===== config.mk =====
export PLATFORM = sky130hd
export DESIGN_NAME = truth_table_sequencer
export DESIGN_NICKNAME = d
export VERILOG_FILES = /design/src/rtl/truth_table_sequencer_pkg.sv /design/src/rtl/truth_table_sequencer_dwell_timer.sv /design/src/rtl/truth_table_sequencer.sv
export SDC_FILE = /design/constraint.sdc
export NUM_CORES = 1
export LEC_CHECK = 0
export CELL_PAD_IN_SITES_DETAIL_PLACEMENT = 0
export CELL_PAD_IN_SITES_GLOBAL_PLACEMENT = 2
export CORE_MARGIN = 5
export CORE_UTILIZATION = 30
export DETAILED_ROUTE_END_ITERATION = 7
export GPL_TIMING_DRIVEN = 0
export HOLD_SLACK_MARGIN = 0.05
export PLACE_DENSITY = 0.85
export SYNTH_ARGS = -nofsm -noshare
export SYNTH_HDL_FRONTEND = slang
export SYNTH_SLANG_ARGS = --single-unit

===== constraint.sdc =====
create_clock -name clk -period 2.8 [get_ports clk]
set_input_delay 0.42 -clock clk [delete_from_list [all_inputs] [get_ports clk]]
set_output_delay 0.42 -clock clk [all_outputs]
set_load 0.01 [all_outputs]

===== src/rtl/truth_table_sequencer_pkg.sv =====
// truth_table_sequencer_pkg: shared state encoding and sweep geometry
package truth_table_sequencer_pkg;
  typedef enum logic [1:0] {IDLE = 2'd0, DRIVE = 2'd1, DONE = 2'd2} state_t;
  localparam int TT_IDX_W = 4;
  localparam int TT_NVEC = 16;
  localparam int DWELL_W = 8;
endpackage


===== src/rtl/truth_table_sequencer_dwell_timer.sv =====
// dwell_timer: counts hold cycles, tick marks the last cycle of each hold
module dwell_timer
  import truth_table_sequencer_pkg::*;
#(
  parameter int DWELL = 4
) (
  input  logic clk,
  input  logic rst_n,
  input  logic clear,
  input  logic enable,
  output logic tick
);
  logic [DWELL_W-1:0] cnt;
  assign tick = cnt == DWELL_W'(DWELL - 1);
  always_ff @(posedge clk) begin
    if (!rst_n || clear) cnt <= '0;
    else if (enable) cnt <= tick ? '0 : cnt + 1'b1;
  end
endmodule


===== src/rtl/truth_table_sequencer.sv =====
// truth_table_sequencer: sweeps all 16 input codes and checks outputs against golden columns
module truth_table_sequencer
  import truth_table_sequencer_pkg::*;
#(
  parameter int DWELL = 4
) (
  input  logic        clk,
  input  logic        rst_n,
  input  logic        start,
  input  logic        abort,
  input  logic [15:0] exp_alpha,
  input  logic [15:0] exp_beta,
  input  logic [15:0] exp_gamma,
  input  logic        F_alpha,
  input  logic        F_beta,
  input  logic        F_gamma,
  output logic        A,
  output logic        B,
  output logic        C,
  output logic        D,
  output logic        busy,
  output logic        done,
  output logic        pass,
  output logic [4:0]  mismatch_count,
  output logic [3:0]  first_fail_idx,
  output logic        first_fail_valid,
  output logic [15:0] res_alpha,
  output logic [15:0] res_beta,
  output logic [15:0] res_gamma
);
  state_t state, nxt;
  logic [TT_IDX_W-1:0] idx;
  logic [15:0] gold_alpha, gold_beta, gold_gamma;
  logic tick, sample, miss, last;
  dwell_timer #(.DWELL(DWELL)) u_timer (
    .clk(clk),
    .rst_n(rst_n),
    .clear(state != DRIVE),
    .enable(state == DRIVE),
    .tick(tick)
  );
  assign {A, B, C, D} = idx;
  assign busy = state == DRIVE;
  assign done = state == DONE;
  assign last = idx == TT_IDX_W'(TT_NVEC - 1);
  assign sample = busy && tick && !abort;
  assign miss = {F_alpha, F_beta, F_gamma} != {gold_alpha[idx], gold_beta[idx], gold_gamma[idx]};
  always_comb begin
    nxt = IDLE;
    if (state == IDLE) nxt = start ? DRIVE : IDLE;
    else if (state == DRIVE) nxt = abort ? IDLE : (sample && last) ? DONE : DRIVE;
  end
  always_ff @(posedge clk) begin
    if (!rst_n) begin
      state <= IDLE;
      idx <= '0;
      gold_alpha <= '0;
      gold_beta <= '0;
      gold_gamma <= '0;
      res_alpha <= '0;
      res_beta <= '0;
      res_gamma <= '0;
      mismatch_count <= '0;
      first_fail_idx <= '0;
      first_fail_valid <= 1'b0;
      pass <= 1'b0;
    end else begin
      state <= nxt;
      if (state == IDLE && start) begin
        gold_alpha <= exp_alpha;
        gold_beta <= exp_beta;
        gold_gamma <= exp_gamma;
        res_alpha <= '0;
        res_beta <= '0;
        res_gamma <= '0;
        mismatch_count <= '0;
        first_fail_idx <= '0;
        first_fail_valid <= 1'b0;
        pass <= 1'b0;
        idx <= '0;
      end
      if (busy && abort) idx <= '0;
      if (sample) begin
        res_alpha[idx] <= F_alpha;
        res_beta[idx] <= F_beta;
        res_gamma[idx] <= F_gamma;
        if (miss) begin
          mismatch_count <= mismatch_count + 1'b1;
          if (!first_fail_valid) begin
            first_fail_idx <= idx;
            first_fail_valid <= 1'b1;
          end
        end
        idx <= last ? '0 : idx + 1'b1;
        if (last) pass <= mismatch_count == '0 && !miss;
      end
    end
  end
endmodule


==> summary.md, run 1 <==
| Metric | Value |
|---|---|
| Status | `completed` |
| Share of the synthesized area in the top cell type | `0.430` |
| Number of CTS-inserted buffers | `17` |
| Worst Path Buf+Inv | `3` |
| Internal power | `between 3 and 4 mW` |
| CP startpoint kind | `register` |
| Clk slew on worst S/H paths | `roughly 60 ps` |
| Total power | `approximately 4.4 mW` |
| Syn_nets | `between 700 and 800` |
| Switch share | `0.214` |
| Synth warnings | `0` |
| Synth Flop Type | `dfxtp_1` |
| Post-place setup slack | `-212 ps` |
| RSZ-0062 raised after global routing | `false` |
| CP Cell Sequence | `buf_8 -> mux4_1 -> a22oi_1 -> nand3_1 -> mux2i_1 -> a311o_1 -> buf_6 -> nor2b_4 -> buf_6 -> o21a_1` |
| Worst r2r src | `idx[0]` |
| Hold path depth | `4` |
| Syn Std Cell Area | `between 0.005 and 0.006 mm2` |
| Die height | `about 150 um` |
| # setup viols final | `0` |
| CP most frequent cell | `buf_6` |
| Seq cells post-synth | `121` |
| Worst vdd ir | `between 0.4 and 0.5 mV` |
| Worst-Skew Late Latency | `roughly 420 ps` |
| CP max stage cell | `mux4_1` |
| Layout cells sized above 1 | `0.0745` |
| Via/cell ratio | `~4.8` |
| Global route total overflow | `0` |
| Remaining antenna violation count | `0` |
| WL final | `roughly 17 mm` |
| Crit path capture type | `register` |
| First-pass GRT wire length | `~27 mm` |
| Mean post-synth cell area | `about 8.6 um2` |
| Measured slew at the worst slew-check pin | `slightly below 600 ps` |
| Final Instance Count excl. Fillers | `slightly above 1,000` |
| Final worst slack | `roughly 140 ps` |
| Initial DRT Pass Iterations | `4` |
| Distinct cells, synth | `42` |
| Setup CP Type | `reg2reg` |
| Number of flops mapped to enable cells by yosys | `0` |
| Pin count of the biggest net entering global routing | `17` |
| Num rows | `50` |
| Vias in the first global route | `~5,000` |
| WP data required | `just over 3000 ps` |
| Hold_sp | `F_alpha` |
| Clock power frac | `0.525` |
| Critical Path Fanout Max | `10` |
| CTS Buffer Depth | `2` |
| Slew margin rel. | `0.608` |
| Die X | `147 um` |
| Synth Instances | `656` |
| CORE AREA | `0.0186 mm2` |
| Minimum clock period | `2660 ps` |
| H-tree depth | `4` |
| Placed cell area | `roughly 0.007 mm2` |
| Final #Nets | `approximately 860` |
| Power per cell area | `between 500 and 600 mW/mm2` |
| Clock skew | `~15 ps` |
| Stages on worst setup path | `10` |
| Post-route DRC | `0` |
| Synth area leader | `dfxtp_1` |
| Clock root cell | `clkbuf_16` |
| Pleak | `roughly 2.7 nW` |
| All-Layer GR Usage | `0.156` |
| Logic pwr share | `0.069` |
| Slowest stage delay, CP | `590 ps` |
| Total of max-cap violations | `0` |
| Initial antenna violation count | `0` |
| Worst reg2reg path depth | `10` |
| DR WL/cell | `16.0 um` |
| GPL Wtd Cong | `between 0.7 and 0.8` |
| Final Slew Violations | `0` |
| Final period util | `0.950` |
| FFs w/ async S/R, synth | `0` |
| Post-Place Cells | `a little over 1,000` |
| Worst EP arrival | `2970 ps` |
| Inserted Diodes | `0` |
| Area delta synth->final | `37.8%` |
| Post-route cell area | `0.00776 mm2` |
| Violation count after the first detailed-route iteration | `262` |
| Flop pwr share | `0.406` |
| Starting Density | `0.303` |
| Sequential area share after synthesis | `0.430` |
| Sw Pwr | `around 0.94 mW` |
| Worst min path class | `in2reg` |
| HPWL Detailed | `12.7 mm` |
| Fmax | `376 MHz` |
| Via count | `roughly 5,000` |
| Clk sinks | `121` |
| CTS tree | `yes` |
| Fillers | `about 1,800` |
| Die ar. | `between 0.02 and 0.025 mm2` |
| Endpoints failing hold | `0` |
| Synth area leaders | `dfxtp_1 (43%), nand2_1 (11%), a21boi_0 (9.2%)` |
| Ports | `120` |
| Cell family with most CP delay | `multiplexers` |
| Input/output buffers | `roughly 120` |
| Crit. Startpoint | `idx[0]` |
## what timing repair did
item	CTS	global route
endpoints found under the setup margin	6	18
pin swaps	0	2
buffers inserted	0	2
hold buffers	0	0
resized for setup	2	7
## cell usage in the layout (no fill, tap or decap), types with 17 or more instances in the layout
cell type	count
nand4_1	22
clkdlybuf4s50_1	116
nor2_1	20
nand2_1	170
and2_1	31
nand3_1	42
clkbuf_16	17
o21ai_0	35
a21boi_0	69
clkbuf_1	35
dfxtp_1	118
## power by group through the flow
stage	Clock, mW	Combinational (mW)	Sequential (mW)
final	2.31	0.304	1.79
after CTS	2.35	0.308	1.79
after floorplan	0	0.164	1.82
after global placement	0	0.302	1.82
after detailed placement	0	0.306	1.82
after global routing	2.43	0.338	1.79
## sequential cells by signal, summed over array words and instances, names as in the netlist
signal	flops
first_fail_idx	4
gold_beta	16
gold_alpha	16
first_fail_valid	1
pass	1
idx	4
gold_gamma	16
u_timer.cnt	8
res_beta	16
res_alpha	16
state	2
res_gamma	16
mismatch_count	5
## through the flow
step                      hold WS (ps)  setup TNS (ps)  utilization
final                              393               0        0.417
after global routing               429               0        0.417
after CTS                          382               0        0.415
after detailed placement           452            -849        0.381
after global placement             451            -576        0.381
after floorplan                    438               0            -
## worst min-delay path: stages
cell      delay, ps
clkbuf_8        140
nand2_1          50
o21ai_0          50
and2_1          110
## area by class of cell
| class | count | area, um2 | share of cell area |
|---|---|---|---|
| buffer | 54 | 332 | 0.0427 |
| clock buffer | 23 | 478 | 0.0616 |
| tap | 234 | 293 | 0.0377 |
| multi-input combinational | 474 | 2870 | 0.370 |
| inverter | 7 | 26.3 | 0.00339 |
| sequential | 121 | 2430 | 0.313 |
| clock inverter | 8 | 143 | 0.0184 |
| timing repair buffer | 118 | 1190 | 0.153 |
## layer usage
layer,share of wire,track usage,routed length [um],vias up
li1,-,-,-,2511
met1,0.47,0.203,7880,2343
met2,0.47,0.255,7790,112
met3,0.044,0.0386,740,18
met4,0.015,0.0513,253,0
met5,0,0,0,-
## kinds of logic (layout without fill, tap and decap cells)
family,Yosys count,in the layout,synth area share
DFF,121,121,0.430
AOI/OAI and AO/OA,118,118,0.141
buffers and inverters,61,210,0.0623
adders and majority gates,7,7,0.0156
muxes,23,23,0.0716
xor gates and xnor gates,11,11,0.0171
and+or+nand+nor,315,315,0.262
## cells in the mapped netlist, types with 4 or more instances
master / n
clkbuf_8: 8
nand4_1: 22
dfxtp_1: 121
xor2_1: 11
a22oi_1: 4
mux4_1: 6
mux4_2: 6
nand2_1: 170
nor2_1: 20
nand3_1: 42
ha_1: 7
buf_1: 6
clkbuf_1: 32
o21ai_0: 35
and3_1: 4
a21boi_0: 69
mux2i_1: 11
inv_1: 7
nor2b_1: 11
and2_1: 31
## path summary, 6_finish.rpt
| path | end | slack (ps) |
|---|---|---|
| max | first_fail_valid | 140 |
| min | res_alpha[3] | 390 |
| max reg2reg | first_fail_valid | 140 |
| min reg2reg | u_timer.cnt[0] | 440 |
No activity file was read; power rests on OpenSTA's default activity.
==> inputs of run 2 (changes only) <==
- PLACE_DENSITY: 0.85 -> 0.88
==> run 2 against run 1 <==
  * Clock power is 4% lower
  * Clock-buffer cell count fell by 1
  * Sequential power about the same
  * Setup slack got worse by 54 ps
  * Combinational power about the same
  * Critical path type unchanged
  * Largest power group unchanged
==> summary.md, run 2 (synthesized netlist as in run 1, its figures left out) <==
| Metric | Value |
|---|---|
| Status | `completed` |
| Starting Density | `0.303` |
| Remaining antenna violation count | `0` |
| Commonest non-fill, non-tap cells in the layout | `nand2_1 (170), dfxtp_1 (120), clkdlybuf4s50_1 (116)` |
| Clk slew on worst S/H paths | `around 60 ps` |
| Number of CTS-inserted buffers | `17` |
| Total of max-cap violations | `0` |
| Ports | `120` |
| Input/output buffers | `~120` |
| Die height | `around 150 um` |
| H-tree depth | `4` |
| Post-place setup slack | `-167 ps` |
| Final worst slack | `just under 90 ps` |
| WL final | `16.5 mm` |
| Global route total overflow | `0` |
| Clock skew | `approximately 23 ps` |
| Worst min path class | `in2reg` |
| Clock root cell | `clkbuf_16` |
| GPL Wtd Cong | `0.759` |
| CORE AREA | `~0.019 mm2` |
| Die X | `147 um` |
| Num rows | `50` |
| Critical Path Fanout Max | `10` |
| Via count | `slightly below 5,000` |
| Flop2flop setup slack | `around 87 ps` |
| Clk sinks | `around 120` |
| CTS tree | `yes` |
| CTS Buffer Depth | `2` |
| WP data required | `approximately 3100 ps` |
| Hold buffers post-CTS | `0` |
| Via/cell ratio | `4.68` |
| Most common cell after layout, fill and taps aside | `nand2_1` |
| Worst-Skew Late Latency | `roughly 440 ps` |
| Post-route DRC | `0` |
| Fmax | `roughly 370 MHz` |
| Inserted Diodes | `0` |
| Slew margin rel. | `0.622` |
| Fin util | `0.414` |
| Power per cell area | `roughly 560 mW/mm2` |
| Setup CP Type | `reg2reg` |
| CP Cell Sequence | `buf_8 -> mux4_1 -> a22oi_1 -> nand3_1 -> mux2i_1 -> a311o_1 -> buf_6 -> nor2b_4 -> buf_6 -> o21a_1` |
| Violation count after the first detailed-route iteration | `roughly 230` |
| Die ar. | `0.0216 mm2` |
| Final #Nets | `roughly 850` |
| Initial antenna violation count | `0` |
| # setup viols final | `0` |
| Setup bufs post-CTS | `0` |
| CP max stage cell | `mux4_1` |
| Worst EP arrival | `3050 ps` |
| All-Layer GR Usage | `0.156` |
| Hold Slack | `between 300 and 400 ps` |
| Vias in the first global route | `4,889` |
| Minimum clock period | `about 2700 ps` |
| Final period util | `0.969` |
| RSZ-0062 raised after global routing | `false` |
| HPWL Detailed | `roughly 12 mm` |
| Final Slew Violations | `0` |
| Measured slew at the worst slew-check pin | `around 570 ps` |
| Endpoints failing hold | `0` |
| Area delta synth->final | `36.7%` |
| Fillers | `roughly 1,900` |
| Crit path capture type | `register` |
| Slowest stage delay, CP | `slightly above 600 ps` |
| Pin count of the biggest net entering global routing | `17` |
| Layout cells sized above 1 | `0.0710` |
| DR WL/cell | `roughly 16 um` |
| Initial DRT Pass Iterations | `4` |
| CP most frequent cell | `buf_6` |
| CP startpoint kind | `register` |
| Worst vdd ir | `0.435 mV` |
| Pleak | `2.68 nW` |
| First-pass GRT wire length | `approximately 26 mm` |
==> run 2: changes by cell type in the layout (fill, tap and decap cells not counted), sizes merged <==
| cell | previous run | this run |
|---|---|---|
| buf | 14 | 11 |
| bufinv | 4 | 3 |
| clkinv | 3 | 5 |
==> run 2: critical path, delay by kind of cell (launching register included) <==
kind	cells	cell delay, ps
simple gates	2	270
flops	1	430
mux	2	760
buf+inv	3	460
compound gates	3	680
==> run 2: final cells by class <==
| type | count | area (um2) | share of cell area |
|---|---|---|---|
| Sequential cell | 121 | 2430 | 0.315 |
| Clock inverter | 9 | 123 | 0.0159 |
| Clock buffer | 22 | 464 | 0.0603 |
| Inverter | 7 | 26.3 | 0.00342 |
| Buffer | 54 | 333 | 0.0433 |
| Tap cell | 234 | 293 | 0.0381 |
| Multi-Input combinational cell | 474 | 2870 | 0.373 |
| Timing Repair Buffer | 116 | 1160 | 0.151 |
==> run 2: stage by stage <==
step / power (mW) / std cells / TNS [ps] / area (um2)
floorplan: 1.98 / 656 / 0 / 5630
global placement: 2.13 / 1006 / -505 / 7080
detailed placement: 2.13 / 1006 / -609 / 7080
CTS: 4.36 / 1037 / 0 / 7670
global route: 4.48 / 1037 / 0 / 7690
finish: 4.30 / 1037 / 0 / 7690
==> run 2: power breakdown <==
group | total (mW) | leakage, nW | internal (mW) | switching, mW
combinational | 0.303 | 1.41 | 0.142 | 0.161
sequential | 1.79 | 0.983 | 1.77 | 0.0205
clock | 2.22 | 0.290 | 1.43 | 0.785
==> run 2: metal layers <==
layer  share of wire  global-route usage  vias to the layer above
met1            0.47               0.203                     2207
met4           0.010              0.0517                        0
li1                -                   -                     2515
met3           0.062              0.0490                       10
met2            0.46               0.248                      119
met5               0                   0                        -
==> run 2: repair_timing <==
action,in CTS,in global routing
setup endpoints to repair,6,10
gates cloned,0,0
resized for setup,2,6
==> run 2: worst paths after layout <==
path / cells past startpoint / start / to
hold reg to reg: 2 / gold_beta[6] / gold_beta[6]
setup / recovery: 10 / idx[0] / first_fail_valid
setup reg to reg: 10 / idx[0] / first_fail_valid
hold / removal: 4 / F_alpha / res_alpha[3]
